`src/rtl/dds_sweep_ctrl.sv`:
```
// dds_sweep_ctrl: swept-frequency sequencer for the DDS ROM address path.
// Optional: define DDS_SWEEP_LOOP_EN to repeat the sweep until abort.
module dds_sweep_ctrl #(
  parameter int ACC_W   = 32,
  parameter int ADDR_W  = 8,
  parameter int DWELL_W = 16
) (
  input  logic               clk_DDS,
  input  logic               Rst,
  input  logic               cfg_valid,
  output logic               cfg_ready,
  input  logic [ACC_W-1:0]   cfg_start_fword,
  input  logic [ACC_W-1:0]   cfg_stop_fword,
  input  logic [ACC_W-1:0]   cfg_step,
  input  logic [DWELL_W-1:0] cfg_dwell,
  input  logic [8:0]         cfg_phase,
  input  logic               abort,
  output logic [ADDR_W-1:0]  Addr_Out,
  output logic [ACC_W-1:0]   cur_fword,
  output logic               busy,
  output logic               done
);
  localparam int PW = ADDR_W + 9;

  typedef enum logic [1:0] {
    IDLE, LOAD, SWEEP, DONE
  } state_t;

  state_t state, state_nx;

  logic [ACC_W-1:0]   acc;
  logic [ACC_W-1:0]   fword;
  logic [ACC_W-1:0]   start_r;
  logic [ACC_W-1:0]   stop_r;
  logic [ACC_W-1:0]   step_r;
  logic [DWELL_W-1:0] dwell_r;
  logic [DWELL_W-1:0] dwell_cnt;
  logic [8:0]         phase_r;
  logic [8:0]         phase_c;
  logic [ADDR_W-1:0]  pword;
  logic [ACC_W:0]     fw_next;
  logic               take, ld, run;
  logic               expire, last;
  logic               adv, restart;

  assign expire  = (dwell_cnt == '0);
  assign last    = (fword == stop_r) ||
                   (start_r >= stop_r);
  // one extra bit so an overshoot past
  // the top of the word range still clamps
  assign fw_next = {1'b0, fword} +
                   {1'b0, step_r};
  assign phase_c = (phase_r > 9'd359) ?
                   9'd359 : phase_r;

  always_ff @(posedge clk_DDS) begin
    if (!Rst) state <= IDLE;
    else      state <= state_nx;
  end

  always_comb begin
    state_nx = state;
    take     = 1'b0;
    ld       = 1'b0;
    run      = 1'b0;
    adv      = 1'b0;
    restart  = 1'b0;
    unique case (state)
      IDLE: begin
        if (cfg_valid) begin
          state_nx = LOAD;
          take     = 1'b1;
        end
      end
      LOAD: begin
        if (abort) begin
          state_nx = IDLE;
        end else begin
          state_nx = SWEEP;
          ld       = 1'b1;
        end
      end
      SWEEP: begin
        if (abort) begin
          state_nx = IDLE;
        end else begin
          run = 1'b1;
          if (expire && step_r != '0) begin
            if (!last) begin
              adv = 1'b1;
            end else begin
`ifdef DDS_SWEEP_LOOP_EN
              restart = 1'b1;
`else
              state_nx = DONE;
`endif
            end
          end
        end
      end
      DONE:    state_nx = IDLE;
      default: state_nx = IDLE;
    endcase
  end

  always_ff @(posedge clk_DDS) begin
    if (!Rst) begin
      acc       <= '0;
      fword     <= '0;
      pword     <= '0;
      dwell_cnt <= '0;
      start_r   <= '0;
      stop_r    <= '0;
      step_r    <= '0;
      dwell_r   <= '0;
      phase_r   <= '0;
    end else begin
      if (take) begin
        start_r <= cfg_start_fword;
        stop_r  <= cfg_stop_fword;
        step_r  <= cfg_step;
        dwell_r <= (cfg_dwell == '0) ? '0 :
                   cfg_dwell - DWELL_W'(1);
        phase_r <= cfg_phase;
      end
      if (ld) begin
        acc       <= '0;
        fword     <= start_r;
        dwell_cnt <= dwell_r;
        pword     <= ADDR_W'(
          {phase_c, {ADDR_W{1'b0}}} /
          PW'(360));
      end
      if (run) begin
        acc       <= acc + fword;
        dwell_cnt <= expire ? dwell_r :
                     dwell_cnt - DWELL_W'(1);
        if (adv)
          fword <= (fw_next > {1'b0, stop_r}) ?
                   stop_r : fw_next[ACC_W-1:0];
        if (restart)
          fword <= start_r;
      end
    end
  end

  assign Addr_Out  = acc[ACC_W-1 -: ADDR_W] + pword;
  assign cur_fword = fword;
  assign busy      = (state == LOAD) ||
                     (state == SWEEP);
  assign done      = (state == DONE);
  assign cfg_ready = (state == IDLE);

endmodule
```
`config.mk`:
```
export PLATFORM = sky130hd
export DESIGN_NAME = dds_sweep_ctrl
export DESIGN_NICKNAME = d
export VERILOG_FILES = /design/src/rtl/dds_sweep_ctrl.sv
export SDC_FILE = /design/constraint.sdc
export NUM_CORES = 1
export LEC_CHECK = 0
export CAP_MARGIN = 10
export CORE_AREA = 3 3 175 177
export DETAILED_ROUTE_END_ITERATION = 8
export DIE_AREA = 0 0 178 180
export HOLD_SLACK_MARGIN = 0.08
export PLACE_DENSITY = 0.81
export SKIP_CTS_REPAIR_TIMING = 1
export SKIP_LAST_GASP = 1
export SYNTH_ARGS = -nofsm -noshare
export SYNTH_HDL_FRONTEND = slang
export SYNTH_SLANG_ARGS = --single-unit
```
`constraint.sdc`:
```
create_clock -name clk_DDS -period 22.4 [get_ports clk_DDS]
set_input_delay 3.36 -clock clk_DDS [delete_from_list [all_inputs] [get_ports clk_DDS]]
set_output_delay 3.36 -clock clk_DDS [all_outputs]
set_load 0.02 [all_outputs]
```
### Yosys cells after proc, flatten, opt, wreduce, memory -nomap -nowiden

Index checks and enable logic that the tools add are counted.

| operators by class | value |
|---|---|
| $add $sub $neg | 5 |
| divide/modulo/power cells | 1 |
| magnitude comparators | 3 |
| equality and inequality tests | 7 |
| multiplexer cells | 26 |
| reductions and logical operators | 9 |

Operators by type and width:

| cell | count |
|---|---|
| $mux 32 | 6 |
| $mux 16 | 4 |
| $add 32x32->33 | 1 |
| $gt 33x32->1 | 1 |
| $add 32x32->32 | 1 |
| $eq 32x32->1 | 1 |
| $ge 32x32->1 | 1 |
| $logic_not 16->1 | 2 |
| $reduce_bool 32->1 | 1 |
| $sub 16x1->16 const B | 2 |
| $div 17x9->17 const B | 1 |
| $mux 2 | 5 |
| $gt 9x9->1 const B | 1 |
| $mux 1 | 9 |
| $mux 9 | 1 |
| $add 8x8->8 | 1 |
| $pmux 2 s4 | 1 |
| $ne 3x3->1 const B | 2 |
| $eq 2x2->1 const B | 2 |
| $reduce_and 3->1 | 1 |
| $eq 2x1->1 const B | 1 |
| $logic_not 2->1 | 1 |
| $logic_or 1x1->1 | 2 |
| $ne 2x2->1 const B | 1 |
| 2 further kinds | 2 |

| word-level totals | value |
|---|---|
| register bits | 211 |
| input bits | 125 |
| output and inout bits | 43 |
| word-level logic and storage cells | 61 |

### Longest topological paths before layout

Gate-level depths: netlist of run 1.

| depth | value |
|---|---|
| depth in word-level cells | 8 |
| mapped depth | 51 |
| depth with buffers taken out | 49 |

### Worst setup path after synthesis of run 1

No wires, ideal clock.

| timing path | value |
|---|---|
| path type | register to register |
| from | register phase_r[6] |
| to | register pword[0] |
| setup time | 0.074 ns |
| data arrival time | 8.864 ns |
| data required time | 22.326 ns |
| slack | 13.462 ns |
| cell stages (with the launch flop) | 48 |
| path buffers | 2 |
| period minus slack after synthesis | 8.938 ns |
| cells stage by stage | dfxtp_1 a21o_1 a21oi_2 inv_1 ha_1 and2_1 a21oi_1 ha_1 nor2_1 a211o_1 a211oi_2 o311a_1 buf_4 inv_2 ha_1 o2111a_2 nor3_4 xnor2_2 [... 12 more ...] ha_1 o21bai_1 a22o_1 o2bb2ai_1 o221ai_1 o31ai_4 a21oi_4 and2_1 buf_4 inv_4 ha_1 nor2_1 or3_1 o211a_2 a21oi_1 mux2_1 a221o_1 a31oi_1 |

| between the ends | value |
|---|---|
| cells in the longest elaborated chain, start to end | 3 |

RTL lines:

| what | RTL line | source |
|---|---|---|
| start, declared | 38 | `logic [8:0] phase_r;` |
| start signal, assigned | 124 | `phase_r <= cfg_phase;` |
| $gt 9x9->1 | 53 | `assign phase_c = (phase_r > 9'd359) ?` |
| $mux 9 (*) | 53 |  |
| $div 17x9->17 (*) | 131 | `{phase_c, {ADDR_W{1'b0}}} /` |
| end signal, assigned | 130 | `pword <= ADDR_W'(` |
| end, declared | 40 | `logic [ADDR_W-1:0] pword;` |

Mark *: on every way between the ends. The rest lies on a longest branch, timed or not.
A chain may end at the register's enable or synchronous reset.

### Final worst setup path of run 1

Ends and elaborated chain as after synthesis.

==> results of run 1 <==
## metal layers
layer	part of all wire	up-vias
li1	-	7371
met1	0.43	7280
met2	0.46	548
met3	0.063	125
met4	0.043	0
met5	0	-
## worst max-delay path, delay by kind of cell, from the launching register on
family	cells	cell delay, ns
compound gates	21	4.94
buf+inv	5	0.54
fa+ha+maj	7	1.91
mux	1	0.32
simple gates	8	1.82
flops	1	0.62
xor+xnor	2	0.49
## layout make-up
cell class / count / area, sq um / area share
timing repair buffer: 172 / 1710 / 0.0928
tap: 390 / 488 / 0.0265
clock inverter: 10 / 166 / 0.00904
sequential: 211 / 4220 / 0.229
multi-input combinational: 1584 / 10700 / 0.582
clock buffer: 34 / 719 / 0.0391
inverter: 100 / 384 / 0.0209
## placed cells by master (no fill, tap or decap), types with 10 or more instances in the layout
cell | netlist | final
xor2_1 | 50 | 50
dfxtp_1 | 211 | 211
a211o_1 | 10 | 10
o21a_1 | 10 | 10
nor4_1 | 23 | 23
nand4_1 | 18 | 18
nand3_1 | 23 | 23
a21o_1 | 38 | 38
o21bai_1 | 25 | 25
o211ai_1 | 16 | 16
nand2_1 | 290 | 288
a31oi_1 | 18 | 18
a211oi_1 | 20 | 20
nor3_1 | 42 | 42
a22oi_1 | 44 | 44
o21ai_0 | 65 | 65
a21oi_1 | 219 | 219
clkdlybuf4s50_1 | 0 | 167
nor2b_1 | 20 | 19
or3_1 | 20 | 20
xnor2_1 | 75 | 75
mux2i_1 | 60 | 60
clkbuf_16 | 0 | 25
nand2b_1 | 22 | 21
o22ai_1 | 30 | 30
and2_1 | 15 | 14
inv_1 | 94 | 93
ha_1 | 150 | 150
nor2_1 | 131 | 130
## power breakdown
group          switching (W)  leakage, nW  internal (W)
registers          0.0000273         1.72      0.000398
logic               0.000445         5.65      0.000309
clock network       0.000175        0.432      0.000263
## sequential cells by signal, indices dropped and copies added (netlist names)
name and cells:
acc 32, cur_fword 32, start_r 32, step_r 32, stop_r 32, dwell_cnt 16, dwell_r 16, phase_r 9
pword 8, state 2
## through the flow
stage / std cells / setup WS (ns) / power, W / instance area [sq um] / util
2_1_floorplan: 1981 / 13.46 / 0.00101 / 15700 / -
3_3_place_gp: 2457 / 12.09 / 0.00116 / 17500 / 0.596
3_5_place_dp: 2457 / 11.84 / 0.00117 / 17500 / 0.596
4_1_cts: 2501 / 11.79 / 0.00161 / 18400 / 0.626
5_1_grt: 2501 / 10.67 / 0.00171 / 18400 / 0.626
6_report: 2501 / 11.67 / 0.00162 / 18400 / 0.626
## worst max path at each step
stage                             from                    end  slack, ns  depth (start not counted)
6_report       phase_r[6]$_SDFFE_PN0P_  pword[0]$_SDFFE_PN0P_      11.67                         44
5_1_grt        phase_r[6]$_SDFFE_PN0P_  pword[0]$_SDFFE_PN0P_      10.67                         44
4_1_cts        phase_r[6]$_SDFFE_PN0P_  pword[0]$_SDFFE_PN0P_      11.79                         44
3_5_place_dp   phase_r[6]$_SDFFE_PN0P_  pword[0]$_SDFFE_PN0P_      11.84                         44
3_3_place_gp   phase_r[6]$_SDFFE_PN0P_  pword[0]$_SDFFE_PN0P_      12.09                         45
2_1_floorplan  phase_r[6]$_SDFFE_PN0P_  pword[0]$_SDFFE_PN0P_      13.46                         47
## cell families (layout without fill, tap and decap cells)
logic type | after synthesis | after routing | share of synthesized area
AOI/OAI and AO/OA | 603 | 603 | 0.259
xor gates and xnor gates | 129 | 129 | 0.0741
adders and majority gates | 153 | 153 | 0.124
DFF | 211 | 211 | 0.270
buffers and inverters | 186 | 316 | 0.0469
muxes | 67 | 67 | 0.0440
and+or+nand+nor | 632 | 632 | 0.183
==> flow_summary.json, run 1 <==
{
  "r2r-end": "pword[0]$_SDFFE_PN0P_",
  "leakagePower_nw": 7.81,
  "die-height_um": 180,
  "use_met1": 0.359,
  "clkTransAtPathRegs_ns": 0.07,
  "cts_tree": "done",
  "synth-main-ff-cell": "dfxtp_1",
  "dr.pass1.iters": 8,
  "row_count": 63,
  "gp_congestion": 0.905,
  "vias_per_cell": 6.13,
  "cp-start-kind": "register",
  "power_density_nw_per_um2": 87.8,
  "cts_buffers": 25,
  "dr_total_vias": 15300,
  "worstPathArrival_ns": 11.20,
  "worst_pin_slew_ns": 1.22,
  "synthArstFlopShare": 0,
  "slew_headroom": 0.185,
  "max_stage_delay_ns": 0.62,
  "ys_warn_count": 0,
  "critPathSlowestCell": "dfxtp_1",
  "grtUsageMet3": 0.0395,
  "initial_core_util": 0.532,
  "io_pins": 168,
  "die_x_um": 178,
  "rsz0062_at_grt": "no",
  "grtUsageMet2": 0.476,
  "track_usage": 0.281,
  "grt_pass1_wl_um": 74900,
  "clock-root-buffer": "clkbuf_16",
  "timing.hold.ws_ns": 0.463,
  "dpl.hpwl_um": 34200,
  "fin_crit_ns": 10.73,
  "syn_to_final_growth_pct": 17.6,
  "dieArea_sq_um": 32000,
  "yosysUniqueCellTypes": 101,
  "yosys_register_bits": 211,
  "syn-num-nets": 2259,
  "timing.rr.start": "phase_r[6]$_SDFFE_PN0P_",
  "synth_top_cells_by_area": "dfxtp_1 (27%), ha_1 (12%), a21oi_1 (7.0%)",
  "cts_num_sinks": 211,
  "hold_start": "phase_r[0]$_SDFFE_PN0P_",
  "crit_required_ns": 22.87,
  "yosysTopAreaCell": "dfxtp_1",
  "outcome": "complete, no violations",
  "routed_wl_um": 46500,
  "syn-mean-instance-area_sq_um": 7.90,
  "fin_crit_sh": 0.479,
  "cp_max_fo": 15,
  "max-cap-violations": 0,
  "drt_iter0_markers": 1132,
  "postRouteAntennaNets": 0,
  "hold_violations": 0,
  "rrSetupSlack_ns": 11.67,
  "tns_ns": 0,
  "reg2reg_depth": 44,
  "yosysSeqAreaShare": 0.270,
  "synth_edf_count": 0,
  "busiest_layer": "met2",
  "slew_violations": 0,
  "grt.overflow.total": 0,
  "synth.most_common_cell": "nand2_1",
  "synth_area_sq_um": 15700,
  "antenna_found_initial": 0,
  "drive_gt1_frac": 0.0540,
  "finClkSkew_ns": 0.0307,
  "finalSetupViolations": 0,
  "min_to": "phase_r[0]$_SDFFE_PN0P_",
  "yosys-top-cells-count": "nand2_1 (290), a21oi_1 (219), dfxtp_1 (211)",
  "wl_per_cell_um": 18.6,
  "end_kind": "register",
  "fmax_mhz": 93.2,
  "ir_worst_vdd_v": 0.0000639,
  "nNetsFinal": 2372,
  "holdCritPathClass": "reg -> reg",
  "synthCells": 1981,
  "clk_path_buf_depth": 3,
  "h-tree-depth": 1,
  "drc": 0,
  "diodes": 0,
  "grt_max_degree": 107,
  "cp_common_cell": "ha_1",
  "synth_top_cell_area_share": 0.270,
  "grt_pass1_vias": 15000,
  "port_buffers": 167,
  "core_area_sq_um": 29400,
  "insertion_delay_ns": 0.56,
  "worstSetupPathType": "reg -> reg",
  "whs_path_depth": 2,
  "num-fill-cells": 2505
}
Power figures use the tool's default switching activity.
==> run 2: changes to the inputs <==
--- a/config.mk
+++ b/config.mk
@@ -6,11 +6,11 @@
 export NUM_CORES = 1
 export LEC_CHECK = 0
 export CAP_MARGIN = 10
-export CORE_AREA = 3 3 175 177
+export CORE_AREA = 3 3 176 178
 export DETAILED_ROUTE_END_ITERATION = 8
-export DIE_AREA = 0 0 178 180
+export DIE_AREA = 0 0 179 181
 export HOLD_SLACK_MARGIN = 0.08
-export PLACE_DENSITY = 0.81
+export PLACE_DENSITY = 0.83
 export SKIP_CTS_REPAIR_TIMING = 1
 export SKIP_LAST_GASP = 1
 export SYNTH_ARGS = -nofsm -noshare
==> constraint.sdc (replaced) <==
create_clock -name clk_DDS -period 8.8 [get_ports clk_DDS]
set_input_delay 1.32 -clock clk_DDS [delete_from_list [all_inputs] [get_ports clk_DDS]]
set_output_delay 1.32 -clock clk_DDS [all_outputs]
set_load 0.02 [all_outputs]
==> flow_summary.json, run 2 (same netlist as run 1, synthesis figures left out) <==
{
  "outcome": "complete, no violations",
  "port_buffers": 167,
  "ir_worst_vdd_v": 0.000160,
  "fin_crit_ns": 8.38,
  "grt_pass1_wl_um": 74800,
  "routed_wl_um": 46900,
  "stdcell_area_sq_um": 18700,
  "dieArea_sq_um": 32400,
  "nNetsFinal": 2403,
  "antenna_found_initial": 0,
  "critPathSlowestCell": "a2111oi_4",
  "final_util": 0.632,
  "holdCritPathClass": "reg -> reg",
  "num-fill-cells": 2534,
  "dr.pass1.iters": 5,
  "fmax_mhz": 119,
  "diodes": 0,
  "wl_per_cell_um": 18.5,
  "worstSetupPathType": "reg -> reg",
  "finClkSkew_ns": 0.0312,
  "fin_crit_sh": 0.952,
  "slew_headroom": 0.190,
  "crit_buf_inv": 7,
  "placed_area_sq_um": 17700,
  "drive_gt1_frac": 0.0761,
  "clk_path_buf_depth": 3,
  "clock-root-buffer": "clkbuf_16",
  "timing.rr.start": "phase_r[6]$_SDFFE_PN0P_",
  "timing.hold.ws_ns": 0.456,
  "slew_violations": 0,
  "cp_max_fo": 8,
  "fin_cells": 2533,
  "grt.overflow.total": 0,
  "worstPathArrival_ns": 8.83,
  "die-height_um": 181,
  "mostFrequentLayoutCells": "nand2_1 (288), a21oi_1 (217), dfxtp_1 (211)",
  "hold_violations": 0,
  "cts_tree": "done",
  "cts_buffers": 24,
  "gp_congestion": 0.950,
  "drt_iter0_markers": 1195,
  "initial_core_util": 0.530,
  "layout_setup_ws_ns": 0.422,
  "die_x_um": 179,
  "postRouteAntennaNets": 0,
  "placed_cells": 2481,
  "cp-start-kind": "register",
  "max_stage_delay_ns": 0.43,
  "clkTransAtPathRegs_ns": 0.06,
  "power_density_nw_per_um2": 222,
  "dpl.hpwl_um": 34700,
  "dr_total_vias": 15400,
  "hold_start": "phase_r[0]$_SDFFE_PN0P_",
  "pre_cts_slack_ns": -0.157,
  "io_pins": 168,
  "max-cap-violations": 0,
  "row_count": 63,
  "end_kind": "register",
  "worstSetupStartpoint": "phase_r[6]$_SDFFE_PN0P_",
  "cts_num_sinks": 211,
  "syn_to_final_growth_pct": 19.3,
  "crit_required_ns": 9.25,
  "h-tree-depth": 1,
  "leakagePower_nw": 7.92,
  "drc": 0,
  "grt_pass1_vias": 14800,
  "cpLargestDelayFamily": "compound AO/OA/AOI/OAI gates",
  "insertion_delay_ns": 0.54,
  "track_usage": 0.279,
  "final_common_cell": "nand2_1",
  "vias_per_cell": 6.08,
  "finalSetupViolations": 0,
  "grt_max_degree": 98,
  "worst_pin_slew_ns": 1.21,
  "core_area_sq_um": 29600
}
==> run 2: changes by cell type in the layout (fill, tap and decap cells not counted), moves of 3 or more <==
cell	before	now
ha_4	0	3
buf_4	5	37
clkbuf_8	6	3
clkbuf_1	3	8
ha_1	150	145
clkinv_2	1	7
==> run 2: power breakdown <==
part	switching [W]	leakage, nW	internal, W	total (W)
combinational	0.00119	5.83	0.000905	0.00209
clock	0.000414	0.371	0.000560	0.000974
sequential	0.0000664	1.72	0.00101	0.00108
==> run 2: final cells by class <==
class	count	area [sq um]	share of cell area
tap	390	488	0.0261
clock inverter	9	83.8	0.00449
clock buffer	35	672	0.0360
multi-input combinational	1584	10900	0.582
sequential	211	4220	0.226
timing repair buffer	204	1950	0.104
inverter	100	384	0.0206
==> run 2: metal layers <==
layer | global-route usage | vias up | wire [um]
met2 | 0.485 | 570 | 22800
met1 | 0.353 | 7305 | 19300
met5 | 0 | - | 0
li1 | - | 7420 | -
met3 | 0.0380 | 112 | 3060
met4 | 0.0935 | 0 | 1640
==> run 2: path summary, 6_finish.rpt <==
| kind | endpoint | slack [ns] | depth (start not counted) |
|---|---|---|---|
| min | phase_r[0]$_SDFFE_PN0P_ | 0.46 | 2 |
| max reg2reg | pword[0]$_SDFFE_PN0P_ | 0.42 | 47 |
| max | pword[0]$_SDFFE_PN0P_ | 0.42 | 47 |
| min reg2reg | phase_r[0]$_SDFFE_PN0P_ | 0.46 | 2 |
==> run 2: through the flow <==
| step | power, W | TNS, ns |
|---|---|---|
| after global routing | 0.00439 | -0.0483 |
| final | 0.00415 | 0 |
| after detailed placement | 0.00305 | -0.157 |
| after CTS | 0.00403 | -0.177 |
| after global placement | 0.00299 | 0 |
| after floorplan | 0.00257 | 0 |
==> run 2: worst register-to-register path: cells and delay by family, from the launching register on <==
kind / cells / cell delay, ns
buffers and inverters: 7 / 0.55
XOR/XNOR: 1 / 0.19
flip-flops: 1 / 0.32
AO/OA/AOI/OAI: 22 / 4.07
AND/OR/NAND/NOR: 9 / 1.17
multiplexers: 1 / 0.31
adder cells (fa/ha/maj): 7 / 1.69
